==> src/rtl/vga_pkg.sv <==
// vga_pkg: colour-mode encoding, RGB444 pixel type, the 16-colour palette
// and the default 640x480@60 timing constants for vga_timing_gen.
package vga_pkg;

  // Colour decode modes as driven on the 'mode' input
  typedef enum logic [1:0] {
    MODE_MONO   = 2'd0,
    MODE_RGB332 = 2'd1,
    MODE_PAL16  = 2'd2,
    MODE_RSVD   = 2'd3   // decodes as mono
  } mode_e;

  typedef struct packed {
    logic [3:0] r;
    logic [3:0] g;
    logic [3:0] b;
  } rgb444_t;

  // Default 640x480@60 raster with a 25 MHz pixel rate from a 50 MHz clock
  localparam int DEF_H_ACTIVE   = 640;
  localparam int DEF_H_FP       = 16;
  localparam int DEF_H_SYNC     = 96;
  localparam int DEF_H_BP       = 48;
  localparam int DEF_V_ACTIVE   = 480;
  localparam int DEF_V_FP       = 10;
  localparam int DEF_V_SYNC     = 2;
  localparam int DEF_V_BP       = 33;
  localparam int DEF_CLK_DIV    = 2;
  localparam int DEF_FETCH_LEAD = 2;
  localparam int DEF_COORD_W    = 10;

  // 16-colour palette: idx[2:0] switch R/G/B at weight 10, idx[3] adds 5
  // to every component (so index 8 is dark grey and 15 is full white).
  function automatic rgb444_t palette16(input logic [3:0] idx);
    rgb444_t    c;
    logic [3:0] bright;
    bright = idx[3] ? 4'd5 : 4'd0;
    c.r = (idx[2] ? 4'd10 : 4'd0) + bright;
    c.g = (idx[1] ? 4'd10 : 4'd0) + bright;
    c.b = (idx[0] ? 4'd10 : 4'd0) + bright;
    return c;
  endfunction

endpackage

==> src/rtl/vga_pixel_decode.sv <==
// vga_pixel_decode: combinational decode of one 8-bit frame-buffer value
// into RGB444 according to the colour mode. Outputs are forced to black
// whenever the pixel lies outside the display area.
module vga_pixel_decode
  import vga_pkg::*;
(
  input  mode_e      mode,
  input  logic [7:0] col,
  input  logic       display,
  output logic [3:0] r,
  output logic [3:0] g,
  output logic [3:0] b
);

  rgb444_t pal;

  assign pal = palette16(col[3:0]);

  // Select the decoded colour for the current mode, black when blanked
  always_comb begin
    // NOTE: every output is given a default first so no path leaves it
    // unassigned, which would otherwise infer a latch.
    r = '0;
    g = '0;
    b = '0;
    if (display) begin
      case (mode)
        MODE_RGB332: begin
          // Replicate the top bits so full-scale codes reach 15
          r = {col[7:5], col[7]};
          g = {col[4:2], col[4]};
          b = {col[1:0], col[1:0]};
        end
        MODE_PAL16: begin
          r = pal.r;
          g = pal.g;
          b = pal.b;
        end
        default: begin
          // Mono and the reserved code: any non-zero value is white
          if (col != 8'd0) begin
            r = 4'hF;
            g = 4'hF;
            b = 4'hF;
          end
        end
      endcase
    end
  end

endmodule

==> src/rtl/vga_timing_gen.sv <==
// vga_timing_gen: parametrised VGA raster generator. Derives the pixel rate
// from clk with a clock enable, issues frame-buffer fetch coordinates
// FETCH_LEAD pixels ahead of display, and registers sync, colour and blanking
// so they leave the block mutually aligned.
// Optional feature: define VGA_TESTPAT_EN to add a 'testpat' input that
// replaces the frame-buffer colour with eight vertical palette bars.
module vga_timing_gen
  import vga_pkg::*;
#(
  parameter int H_ACTIVE   = DEF_H_ACTIVE,
  parameter int H_FP       = DEF_H_FP,
  parameter int H_SYNC     = DEF_H_SYNC,
  parameter int H_BP       = DEF_H_BP,
  parameter int V_ACTIVE   = DEF_V_ACTIVE,
  parameter int V_FP       = DEF_V_FP,
  parameter int V_SYNC     = DEF_V_SYNC,
  parameter int V_BP       = DEF_V_BP,
  parameter bit H_SYNC_POL = 1'b0,
  parameter bit V_SYNC_POL = 1'b0,
  parameter int CLK_DIV    = DEF_CLK_DIV,
  parameter int FETCH_LEAD = DEF_FETCH_LEAD,
  parameter int COORD_W    = DEF_COORD_W
) (
  input  logic               clk,
  input  logic               reset,
  input  logic [1:0]         mode,
  input  logic [7:0]         col,
`ifdef VGA_TESTPAT_EN
  input  logic               testpat,
`endif
  output logic [COORD_W-1:0] v_x,
  output logic [COORD_W-1:0] v_y,
  output logic               fetch_en,
  output logic               sync_h,
  output logic               sync_v,
  output logic [3:0]         r,
  output logic [3:0]         g,
  output logic [3:0]         b,
  output logic               vblank,
  output logic               line_start,
  output logic               frame_start
);

  // Raster geometry. Order on both axes: back porch, active, front porch, sync.
  localparam int H_TOTAL = H_BP + H_ACTIVE + H_FP + H_SYNC;
  localparam int V_TOTAL = V_BP + V_ACTIVE + V_FP + V_SYNC;
  localparam int DIV_W   = (CLK_DIV > 1) ? $clog2(CLK_DIV) : 1;
  localparam int LW      = COORD_W + 1;   // room for h + FETCH_LEAD

  localparam logic [DIV_W-1:0]   DIV_LAST  = DIV_W'(CLK_DIV - 1);
  localparam logic [COORD_W-1:0] H_LAST    = COORD_W'(H_TOTAL - 1);
  localparam logic [COORD_W-1:0] V_LAST    = COORD_W'(V_TOTAL - 1);
  localparam logic [COORD_W-1:0] H_ACT_LO  = COORD_W'(H_BP);
  localparam logic [COORD_W-1:0] H_ACT_HI  = COORD_W'(H_BP + H_ACTIVE);
  localparam logic [COORD_W-1:0] V_ACT_LO  = COORD_W'(V_BP);
  localparam logic [COORD_W-1:0] V_ACT_HI  = COORD_W'(V_BP + V_ACTIVE);
  localparam logic [COORD_W-1:0] H_SYNC_LO = COORD_W'(H_TOTAL - H_SYNC);
  localparam logic [COORD_W-1:0] V_SYNC_LO = COORD_W'(V_TOTAL - V_SYNC);
  localparam logic [LW-1:0]      LEAD      = LW'(FETCH_LEAD);
  localparam logic [LW-1:0]      LEAD_LO   = LW'(H_BP);
  localparam logic [LW-1:0]      LEAD_HI   = LW'(H_BP + H_ACTIVE);
  // FETCH_LEAD < H_BP, so this offset is negative and wraps modulo 2^COORD_W
  localparam logic [COORD_W-1:0] X_OFFSET  = COORD_W'(FETCH_LEAD - H_BP);

  logic [DIV_W-1:0]   div_cnt;
  logic               pix_ce;
  logic [COORD_W-1:0] h_cnt;
  logic [COORD_W-1:0] v_cnt;
  logic               h_last;
  logic               v_last;
  logic               frame_wrap;
  logic               h_active;
  logic               v_active;
  logic               display;
  logic               h_in_sync;
  logic               v_in_sync;
  logic [LW-1:0]      h_lead;
  logic               fetch_win;
  mode_e              mode_q;
  mode_e              dec_mode;
  logic [7:0]         dec_col;
  logic [3:0]         dec_r;
  logic [3:0]         dec_g;
  logic [3:0]         dec_b;

  // ---------------------------------------------------------------------
  // Pixel clock enable
  // ---------------------------------------------------------------------
  assign pix_ce = (div_cnt == DIV_LAST);

  // Divide clk down to the pixel rate; pix_ce marks the last clk of a slot
  always_ff @(posedge clk) begin
    // NOTE: sequential state uses non-blocking assignments so every flop
    // samples pre-edge values and the update order cannot matter.
    if (reset) begin
      div_cnt <= '0;
    end else if (pix_ce) begin
      div_cnt <= '0;
    end else begin
      div_cnt <= div_cnt + DIV_W'(1);
    end
  end

  // ---------------------------------------------------------------------
  // Raster position
  // ---------------------------------------------------------------------
  assign h_last     = (h_cnt == H_LAST);
  assign v_last     = (v_cnt == V_LAST);
  assign frame_wrap = pix_ce && h_last && v_last;

  // Advance h once per pixel slot; v steps when h wraps
  always_ff @(posedge clk) begin
    if (reset) begin
      h_cnt <= '0;
      v_cnt <= '0;
    end else if (pix_ce) begin
      if (h_last) begin
        h_cnt <= '0;
        v_cnt <= v_last ? '0 : v_cnt + COORD_W'(1);
      end else begin
        h_cnt <= h_cnt + COORD_W'(1);
      end
    end
  end

  assign h_active  = (h_cnt >= H_ACT_LO) && (h_cnt < H_ACT_HI);
  assign v_active  = (v_cnt >= V_ACT_LO) && (v_cnt < V_ACT_HI);
  assign display   = h_active && v_active;
  assign h_in_sync = (h_cnt >= H_SYNC_LO);
  assign v_in_sync = (v_cnt >= V_SYNC_LO);

  // ---------------------------------------------------------------------
  // Frame-buffer fetch: combinational from the counters, FETCH_LEAD ahead
  // ---------------------------------------------------------------------
  assign h_lead    = {1'b0, h_cnt} + LEAD;
  assign fetch_win = (h_lead >= LEAD_LO) && (h_lead < LEAD_HI) && v_active;
  assign fetch_en  = fetch_win;
  assign v_x       = fetch_win ? (h_cnt + X_OFFSET) : '0;
  assign v_y       = fetch_win ? (v_cnt - V_ACT_LO) : '0;

  // ---------------------------------------------------------------------
  // Colour mode: held for the whole frame, reloaded at the (0,0) wrap
  // ---------------------------------------------------------------------
  // Latch the requested mode on reset and at each frame boundary only
  always_ff @(posedge clk) begin
    if (reset) begin
      mode_q <= mode_e'(mode);
    end else if (frame_wrap) begin
      mode_q <= mode_e'(mode);
    end
  end

`ifdef VGA_TESTPAT_EN
  // Eight equal bars across the active width; any remainder columns from a
  // width not divisible by 8 are folded into the last bar.
  localparam int BAR_W = (H_ACTIVE >= 8) ? H_ACTIVE / 8 : 1;

  logic [COORD_W-1:0] h_rel;
  logic [COORD_W-1:0] bar_num;
  logic [2:0]         bar_idx;

  assign h_rel    = h_cnt - H_ACT_LO;
  assign bar_num  = h_rel / COORD_W'(BAR_W);
  assign bar_idx  = (bar_num > COORD_W'(7)) ? 3'd7 : bar_num[2:0];
  assign dec_mode = testpat ? MODE_PAL16 : mode_q;
  assign dec_col  = testpat ? {5'd0, bar_idx} : col;
`else
  assign dec_mode = mode_q;
  assign dec_col  = col;
`endif

  vga_pixel_decode u_decode (
    .mode    (dec_mode),
    .col     (dec_col),
    .display (display),
    .r       (dec_r),
    .g       (dec_g),
    .b       (dec_b)
  );

  // ---------------------------------------------------------------------
  // Output stage: everything visible on the DAC pins moves together
  // ---------------------------------------------------------------------
  // Register sync, colour and blanking for the slot that is just ending
  always_ff @(posedge clk) begin
    if (reset) begin
      sync_h <= ~H_SYNC_POL;
      sync_v <= ~V_SYNC_POL;
      r      <= '0;
      g      <= '0;
      b      <= '0;
      vblank <= 1'b0;
    end else if (pix_ce) begin
      sync_h <= h_in_sync ? H_SYNC_POL : ~H_SYNC_POL;
      sync_v <= v_in_sync ? V_SYNC_POL : ~V_SYNC_POL;
      r      <= dec_r;
      g      <= dec_g;
      b      <= dec_b;
      vblank <= ~v_active;
    end
  end

  // One-clk strobes on the edge where the position wraps
  always_ff @(posedge clk) begin
    if (reset) begin
      line_start  <= 1'b0;
      frame_start <= 1'b0;
    end else begin
      line_start  <= pix_ce && h_last;
      frame_start <= frame_wrap;
    end
  end

endmodule

==> config.mk <==
export PLATFORM = sky130hd
export DESIGN_NAME = vga_timing_gen
export DESIGN_NICKNAME = d
export VERILOG_FILES = /design/src/rtl/vga_pkg.sv /design/src/rtl/vga_pixel_decode.sv /design/src/rtl/vga_timing_gen.sv
export SDC_FILE = /design/constraint.sdc
export NUM_CORES = 1
export LEC_CHECK = 0
export BUFFER_PORTS_ARGS = -buffer_cell sky130_fd_sc_hd__buf_2
export CORE_MARGIN = 3
export CORE_UTILIZATION = 35
export DETAILED_ROUTE_END_ITERATION = 16
export GPL_TIMING_DRIVEN = 0
export PLACE_DENSITY = 0.63
export SLEW_MARGIN = 20
export SYNTH_ARGS = -nofsm -noshare
export SYNTH_HDL_FRONTEND = slang
export SYNTH_SLANG_ARGS = --single-unit
export TNS_END_PERCENT = 100
==> constraint.sdc <==
create_clock -name clk -period 7.15 [get_ports clk]
set_input_delay 1.43 -clock clk [delete_from_list [all_inputs] [get_ports clk]]
set_output_delay 1.43 -clock clk [all_outputs]
set_load 0.05 [all_outputs]
==> impl_metrics.tcl, run 1 <==
set metrics [dict create \
    synth_top_area_cell "dfxtp_1" \
    ir_drop_v 0.0000574 \
    slew_viol_final 0 \
    nFillCells 759 \
    cts_sinks 38 \
    yosysSeqAreaShare_pct 29.2 \
    skew_ns 0.00564 \
    antenna_found_initial 0 \
    first_iter_violations 92 \
    p_leak_nw 1.24 \
    synth_top_area_share_pct 27.0 \
    cts_max_path_buffers 2 \
    status "finished clean" \
    cts_tree "done" \
    tightest_slew_ns 0.539 \
    avgViaCountPerCell 5.20 \
    insertion_delay_ns 0.29 \
    path_delay_family "simple AND/OR/NAND/NOR gates" \
    setup_violations 0 \
    post_cts_buffers 0 \
    place_congestion 0.834 \
    drt_pass1_iterations 4 \
    grt_pass1_wl_mm 10.8 \
    num_vias 2398 \
    required_ns 5.72 \
    grt_use_total_pct 15.2 \
    synth_nets 327 \
    htreeDepth 2 \
    ys_ff_latch 38 \
    syn_avg_cell_area_sq_um 8.73 \
    post-route-period-util_pct 60.1 \
    port_buffers 48 \
    synth_area_leaders "dfxtp_1, nor4_2, xnor2_1, xor2_1, ha_1" \
    async_flop_share_pct 0 \
    min_period_ns 4.29 \
    overflow 0 \
    die_w_um 93.4 \
    ys_warn_count 0 \
    min_path_type "reg2reg" \
    drc 0 \
    cp-start-kind "register" \
    cts-resized-gates 0 \
    finalSetupTns_ns 0 \
    max_cap_viol_count 0 \
    whs_ns 0.455 \
    worst_path_most_repeated_cell "buf_2" \
    drive_above_1_share_pct 31.5 \
    nets 382 \
    grt_pass1_vias 2262 \
    num_rows 31 \
    wl_per_cell_um 13.8 \
    arrival_ns 2.86 \
    diodes 0 \
    synth_edf_count 2 \
    clk_pin_slew_worst_paths_ns 0.07 \
    initial_core_util_pct 36.4 \
    die-height_um 93.4 \
    worst-path-buf-inv 2 \
    dp_hpwl_mm 4.91 \
    dieArea_sq_mm 0.00872 \
    cp_max_fo 10 \
    syn_area_sq_mm 0.00267 \
    powerDensity_mw_per_mm2 128 \
    timing.fmax_ghz 0.233 \
    hold_buffers 0 \
    hold_viol 0 \
    critical_path.cell_chain "ha_1 -> and2_4 -> a211oi_1 -> o311ai_1 -> nor2_1 -> buf_2 -> nor4_2 -> buf_2" \
    slowest_delay_ns 0.52 \
    ant_nets 0 \
    rsz0062_at_grt "no" \
    core-area_sq_mm 0.00733 \
    wirelength_mm 6.38 \
    synthToLayoutAreaGrowth_pct 17.0 \
    stdcell_count 461 \
    synth_flop_cell "dfxtp_1" \
    cp_slowest_cell "dfxtp_1" \
    cts-root-buf "clkbuf_8" \
    numCtsBuffers 5 \
    endpoint_kind "output pin" \
    relSlewSlack_pct 64.0 \
    grt_max_degree 12 \
    synthCells 306 \
    dp_cells 453 \
    ys_types 65 \
    boundaryPins 50 \
    path_class "reg2out" \
]
## logic make-up (layout without fill, tap and decap cells)
kind of cell | count (synthesis) | after routing | synth area share [%]
flops | 38 | 38 | 29.2
xor+xnor | 30 | 30 | 9.84
fa+ha+maj | 9 | 9 | 4.22
buf+inv | 39 | 95 | 9.04
simple gates | 133 | 133 | 33.1
mux | 2 | 2 | 0.796
compound gates | 55 | 55 | 13.8
## sequential cells by signal, indices dropped and copies added (netlist names), 2 cells and up
register,flops
v_cnt,10
h_cnt,10
g,4
dec_mode,2
b,2
r,4
## synthesized netlist by cell type, drive strengths merged, types with 3 or more instances
cell    count
nor4       23
nand3      10
ha          9
a21o        4
xnor2      16
dfxtp      36
nor3       12
inv         8
o21ai      19
clkbuf     10
xor2       14
nand2b      5
a211oi      3
or3         5
and4        3
or2         3
nand4       8
o211ai      3
buf        21
a21oi      13
nand2      25
nor2       26
## final cells by class
type	instances	area, sq um	share of cell area [%]
Timing Repair Buffer	48	240	7.68
Inverter	8	30.0	0.960
Clock buffer	7	86.3	2.76
Multi-Input combinational cell	229	1650	52.7
Buffer	31	211	6.76
Tap cell	99	124	3.96
Clock inverter	1	5.00	0.160
Sequential cell	38	781	25.0
## per-layer routing
metal	global-route usage [%]	vias to the layer above	wire, um
met5	0	-	0
met4	4.40	0	85
met3	2.49	10	231
met2	26.1	55	3230
met1	19.6	1142	2840
li1	-	1191	-
## tightest hold or removal path, stage by stage (launching register included)
cell and delay, ns:
dfxtp_1 0.33, nand2_1 0.04, o21ai_0 0.06
## worst paths after layout
check	startpoint	endpoint	slack (ns)	cells after the start
hold / removal	r[0]$_SDFFE_PP0P_	r[0]$_SDFFE_PP0P_	0.46	2
setup reg to reg	h_cnt[1]$_SDFFE_PP0P_	h_cnt[9]$_SDFFE_PP0P_	4.94	6
hold reg to reg	r[0]$_SDFFE_PP0P_	r[0]$_SDFFE_PP0P_	0.46	2
setup / recovery	h_cnt[1]$_SDFFE_PP0P_	v_y[3]	2.86	8
## where the power goes
| group | total [W] | internal (W) | switching [W] |
|---|---|---|---|
| logic | 0.0000274 | 0.0000102 | 0.0000172 |
| clock network | 0.000153 | 0.0000779 | 0.0000755 |
| registers | 0.000219 | 0.000216 | 0.00000327 |
| total | 0.000400 | 0.000304 | 0.0000960 |
## per-stage QoR
step / worst slack (ns) / power (W) / util (%) / cell area (sq um)
after detailed placement: 3.17 / 0.000252 / 41.4 / 3040
after global routing: 2.73 / 0.000417 / 42.7 / 3130
after CTS: 2.86 / 0.000403 / 42.7 / 3130
final: 2.86 / 0.000400 / 42.7 / 3130
after floorplan: 3.12 / 0.000242 / - / 2670
after global placement: 3.24 / 0.000251 / 41.4 / 3040
## cells in the final DEF, fill, tap and decap left out, drive strengths merged, types with 5 or more instances in the layout
| cell type | synthesis | final |
|---|---|---|
| xor2 | 14 | 14 |
| clkbuf | 10 | 17 |
| nor2 | 26 | 26 |
| nand3 | 10 | 10 |
| nand2b | 5 | 5 |
| or3 | 5 | 5 |
| inv | 8 | 8 |
| nand4 | 8 | 8 |
| nand2 | 25 | 25 |
| dfxtp | 36 | 36 |
| nor3 | 12 | 12 |
| nor4 | 23 | 23 |
| ha | 9 | 9 |
| buf | 21 | 69 |
| xnor2 | 16 | 16 |
| o21ai | 19 | 19 |
| a21oi | 13 | 13 |
(Power assumes the default switching activity.)
==> run 2: changes to the inputs <==
- ABC_AREA: unset -> 1
- clock period: 7.15 -> 4.4 ns (I/O delays scaled with it)
==> run 2 against run 1 <==
  * Via count is 10% higher
  * Sequential share of layout area up 0.10 points
  * Combinational power is 95% higher
  * Register-to-register slack got worse by 2.9 ns
  * Cell count grew 23%
  * Critical path depth is 5 higher
  * Die area down 1.2%
  * Synthesized cell count increased by 34%
  * Clock-buffer cell count decreased by 2
  * Total power rose by 76%
  * First-iteration DRC count grew 62%
  * Clock skew grew 0.0020 ns
  * Largest power group unchanged
==> impl_metrics.tcl, run 2 <==
set metrics [dict create \
    status "finished clean" \
    tightest_slew_ns 0.574 \
    endpoint_kind "output pin" \
    overflow 0 \
    cp-start-kind "register" \
    cts_max_path_buffers 2 \
    p_total_w 0.000704 \
    grt_pass1_wl_mm 11.3 \
    ys_warn_count 0 \
    grt_pass1_vias 2462 \
    max_cap_viol_count 0 \
    cts-root-buf "clkbuf_8" \
    synth_nets 430 \
    grt_max_degree 13 \
    synthToLayoutAreaGrowth_pct 18.1 \
    cp_max_fo 10 \
    synth_flop_cell "dfxtp_1" \
    ys_types 35 \
    final_common_cell "nand2_1" \
    synth_area_leaders "dfxtp_1, nand2_1, nor2_1, inv_1, xor2_1" \
    initial_core_util_pct 36.2 \
    diodes 0 \
    synth_edf_count 2 \
    wirelength_mm 6.63 \
    yosysSeqAreaShare_pct 29.6 \
    powerDensity_mw_per_mm2 226 \
    syn_avg_cell_area_sq_um 6.45 \
    nets 486 \
    ant_nets 0 \
    post_cts_buffers 0 \
    min_path_type "reg2reg" \
    dp_hpwl_mm 5.23 \
    insertion_delay_ns 0.29 \
    boundaryPins 50 \
    setup_violations 0 \
    drive_above_1_share_pct 22.7 \
    grt_use_total_pct 16.1 \
    hold_viol 0 \
    async_flop_share_pct 0 \
    clk_pin_slew_worst_paths_ns 0.07 \
    nFillCells 809 \
    synth_top_area_share_pct 27.3 \
    wl_per_cell_um 11.7 \
    dieArea_sq_mm 0.00861 \
    ys_ff_latch 38 \
    slew_viol_final 0 \
    drc 0 \
    syn_area_sq_mm 0.00264 \
    port_buffers 49 \
    first_iter_violations 149 \
    finalSetupTns_ns 0 \
    place_congestion 0.916 \
    final_cell_mix "nand2_1, buf_2, nor2_1" \
    antenna_found_initial 0 \
    htreeDepth 2 \
    cts_sinks 38 \
    hold_buffers 0 \
    required_ns 3.52 \
    p_leak_nw 1.55 \
    skew_ns 0.00769 \
    drt_pass1_iterations 4 \
    cts_tree "done" \
    synthCells 409 \
    arrival_ns 2.94 \
    numCtsBuffers 5 \
    rsz0062_at_grt "no" \
    yosysMostFrequentCell "nand2_1" \
    post-route-period-util_pct 86.8 \
    synth_top_area_cell "dfxtp_1" \
    avgViaCountPerCell 4.69 \
    min_period_ns 3.82 \
    ir_drop_v 0.000105 \
    num_rows 31 \
    die_w_um 92.8 \
    num_vias 2648 \
    relSlewSlack_pct 61.4 \
    core-area_sq_mm 0.00729 \
    synth_common_cells "nand2_1, nor2_1, inv_1" \
    die-height_um 92.8 \
    path_class "reg2out" \
    cts-resized-gates 0 \
    dpl_cell_area_sq_mm 0.00301 \
    largest_registers "h_cnt (10), v_cnt (10)" \
    timing.fmax_ghz 0.262 \
    fin_area_sq_mm 0.00311 \
]
-- run 2: area by class of cell --
type                       count  area (sq um)  area share (%)
multi-input combinational    307          1570            50.5
sequential                    38           781            25.1
timing repair buffer          49           245            7.87
inverter                      48           180            5.79
tap                           99           124            3.98
buffer                        16           103            3.29
clock buffer                   5          68.8            2.21
clock inverter                 3          40.0            1.29
-- run 2: metrics by stage --
stage          cells  setup WS, ns  util [%]  hold WS, ns
2_1_floorplan    409          1.27         -        0.458
3_3_place_gp     557         0.958      41.2        0.437
3_5_place_dp     557         0.916      41.2        0.440
4_1_cts          565         0.576      42.7        0.457
5_1_grt          565         0.292      42.7        0.482
6_report         565         0.579      42.7        0.451
-- run 2: cells by family (layout without fill, tap and decap cells) --
kind of cell	count (synthesis)	after routing	share of synthesized area (%)
xor+xnor	17	17	5.65
fa+ha+maj	9	9	4.27
compound gates	49	49	10.0
flops	38	38	29.6
simple gates	232	232	39.7
buf+inv	64	121	10.7
-- run 2: metal layers --
metal,track usage (%),vias to the layer above,wire (um)
li1,-,1406,-
met1,21.0,1162,3100
met2,25.9,70,3080
met3,4.06,10,356
met4,5.37,0,91
met5,0,-,0
-- run 2: worst paths after layout --
check	startpoint	endpoint	slack, ns	cells past startpoint
max	v_cnt[0]$_SDFFE_PP0P_	v_y[6]	0.58	13
min	g[2]$_SDFFE_PP0P_	g[2]$_SDFFE_PP0P_	0.45	2
max reg2reg	v_cnt[0]$_SDFFE_PP0P_	r[1]$_SDFFE_PP0P_	2.03	13
min reg2reg	g[2]$_SDFFE_PP0P_	g[2]$_SDFFE_PP0P_	0.45	2
-- run 2: critical path, cell delays in order (launching register included) --
cell	delay, ns
dfxtp_1	0.34
clkbuf_1	0.23
inv_1	0.19
ha_1	0.18
inv_1	0.04
nor2_1	0.20
nand2_1	0.13
o21ai_0	0.39
nand3b_1	0.15
nor2_2	0.11
nand3_2	0.14
buf_6	0.19
nor2_2	0.09
buf_2	0.27
-- run 2: power breakdown --
part	switching [W]	total [W]	leakage [nW]	internal, W
Combinational	0.0000359	0.0000534	1.19	0.0000175
Clock	0.000127	0.000294	0.0579	0.000167
Sequential	0.00000487	0.000357	0.311	0.000352
Total	0.000168	0.000704	1.55	0.000536
==> run 3: changes to the inputs <==
- PLACE_DENSITY: 0.63 -> 0.56
==> run 3 against run 2 <==
  * Sequential share of layout area increased by 0.11 points
  * First-iteration DRC count decreased by 21%
  * Critical path type unchanged
  * Highest routed layer unchanged
  * Critical path depth unchanged
  * Clock skew decreased by 0.0022 ns
  * Largest power group unchanged
  * Clock power decreased by 13%
==> impl_metrics.tcl, run 3 (same netlist as run 2, synthesis figures left out) <==
set metrics [dict create \
    path_delay_family "buffers and inverters" \
    hold_depth 2 \
    path_class "reg2out" \
    cp-startpoint "v_cnt[0]$_SDFFE_PP0P_" \
    stdcell_count 565 \
    hold_buffers 0 \
    r2r_start "v_cnt[0]$_SDFFE_PP0P_" \
    clk_pin_slew_worst_paths_ns 0.07 \
    whs_ns 0.457 \
    ir_drop_v 0.000121 \
    die-height_um 92.8 \
    cts_tree "done" \
    wl_per_cell_um 11.9 \
    rsz0062_at_grt "no" \
    place_congestion 0.865 \
    largest_registers "h_cnt (10), v_cnt (10)" \
    min_path_type "reg2reg" \
    dp_cells 557 \
    cts_max_path_buffers 2 \
    cp_max_fo 10 \
    arrival_ns 2.79 \
    final_cell_mix "nand2_1, buf_2, nor2_1" \
    min_period_ns 3.67 \
    slew_viol_final 0 \
    cts-resized-gates 0 \
    cp-start-kind "register" \
    tightest_slew_ns 0.568 \
    nets 486 \
    grt_max_degree 13 \
    critical_path.cell_chain "clkbuf_1 -> inv_1 -> ha_1 -> inv_1 -> nor2_1 -> nand2_1 -> o21ai_0 -> nand3b_1 -> nor2_2 -> nand3_2 -> buf_6 -> nor2_2 -> buf_2" \
    reg2regPathDepth 13 \
    ant_nets 0 \
    max_cap_viol_count 0 \
    worst-path-buf-inv 5 \
    overflow 0 \
    avgViaCountPerCell 4.62 \
    antenna_found_initial 0 \
    multi_input_comb_area_sq_mm 0.00157 \
    dieArea_sq_mm 0.00861 \
    regArea_sq_um 781 \
    core-area_sq_mm 0.00729 \
    port_buffers 49 \
    boundaryPins 50 \
    wirelength_mm 6.72 \
    drive_above_1_share_pct 22.7 \
    setup_violations 0 \
    required_ns 3.52 \
    htreeDepth 2 \
    grt_use_total_pct 16.2 \
    skew_ns 0.00544 \
    insertion_delay_ns 0.29 \
    diodes 0 \
    relSlewSlack_pct 61.9 \
    cp_slowest_cell "dfxtp_1" \
    powerDensity_mw_per_mm2 214 \
    drc 0 \
    cts_sinks 38 \
    grt_pass1_wl_mm 11.4 \
    endpoint_kind "output pin" \
    holdCritStartpoint "r[1]$_SDFFE_PP0P_" \
    grt_pass1_vias 2408 \
    num_vias 2612 \
    fin_area_sq_mm 0.00310 \
    synthToLayoutAreaGrowth_pct 17.6 \
    finalSetupTns_ns 0 \
    numCtsBuffers 5 \
    final_common_cell "nand2_1" \
    timing.fmax_ghz 0.273 \
    slowest_delay_ns 0.33 \
    first_iter_violations 117 \
    initial_core_util_pct 36.2 \
    post-route-period-util_pct 83.4 \
    status "finished clean" \
    dp_hpwl_mm 5.30 \
    dpl_cell_area_sq_mm 0.00301 \
    p_leak_nw 1.54 \
    hold_viol 0 \
    die_w_um 92.8 \
    crit_cells 13 \
    post_cts_buffers 0 \
    cts-root-buf "clkbuf_8" \
    num_rows 31 \
    nFillCells 849 \
    drt_pass1_iterations 4 \
]
-- run 3: stage by stage --
step	total power [W]	utilization (%)	worst slack [ns]
after global routing	0.000697	42.5	0.364
after floorplan	0.000400	-	1.27
after global placement	0.000418	41.2	1.00
after CTS	0.000674	42.5	0.671
final	0.000665	42.5	0.731
after detailed placement	0.000419	41.2	1.00
-- run 3: power breakdown --
part	switching, W	total, W	internal, W
combinational	0.0000361	0.0000536	0.0000175
sequential	0.00000511	0.000357	0.000352
clock	0.000129	0.000255	0.000126
total	0.000170	0.000665	0.000495
-- run 3: cell type report --
| class | count | area share [%] |
|---|---|---|
| Buffer | 16 | 3.31 |
| Inverter | 48 | 5.81 |
| Tap cell | 99 | 4.00 |
| Clock inverter | 2 | 0.404 |
| Clock buffer | 6 | 2.66 |
| Sequential cell | 38 | 25.2 |
| Multi-Input combinational cell | 307 | 50.7 |
| Timing Repair Buffer | 49 | 7.91 |
-- run 3: per-layer routing --
layer / track usage (%) / vias to the layer above / wire (um)
met2: 27.2 / 38 / 3280
met1: 21.7 / 1165 / 3210
li1: - / 1405 / -
met3: 3.09 / 4 / 194
met4: 3.17 / 0 / 36
met5: 0 / - / 0
-- run 3: worst reg2reg max path, delay by kind of cell (launching register included) --
family	cells	cell delay, ns
AOI/OAI and AO/OA	1	0.33
adders and majority gates	1	0.19
buffers and inverters	5	0.67
DFF	1	0.33
and+or+nand+nor	6	0.73
-- run 3: final timing paths --
check | endpoint | slack [ns]
max reg2reg | b[2]$_SDFFE_PP0P_ | 2.10
max | v_y[1] | 0.73
min reg2reg | r[1]$_SDFFE_PP0P_ | 0.46
min | r[1]$_SDFFE_PP0P_ | 0.46
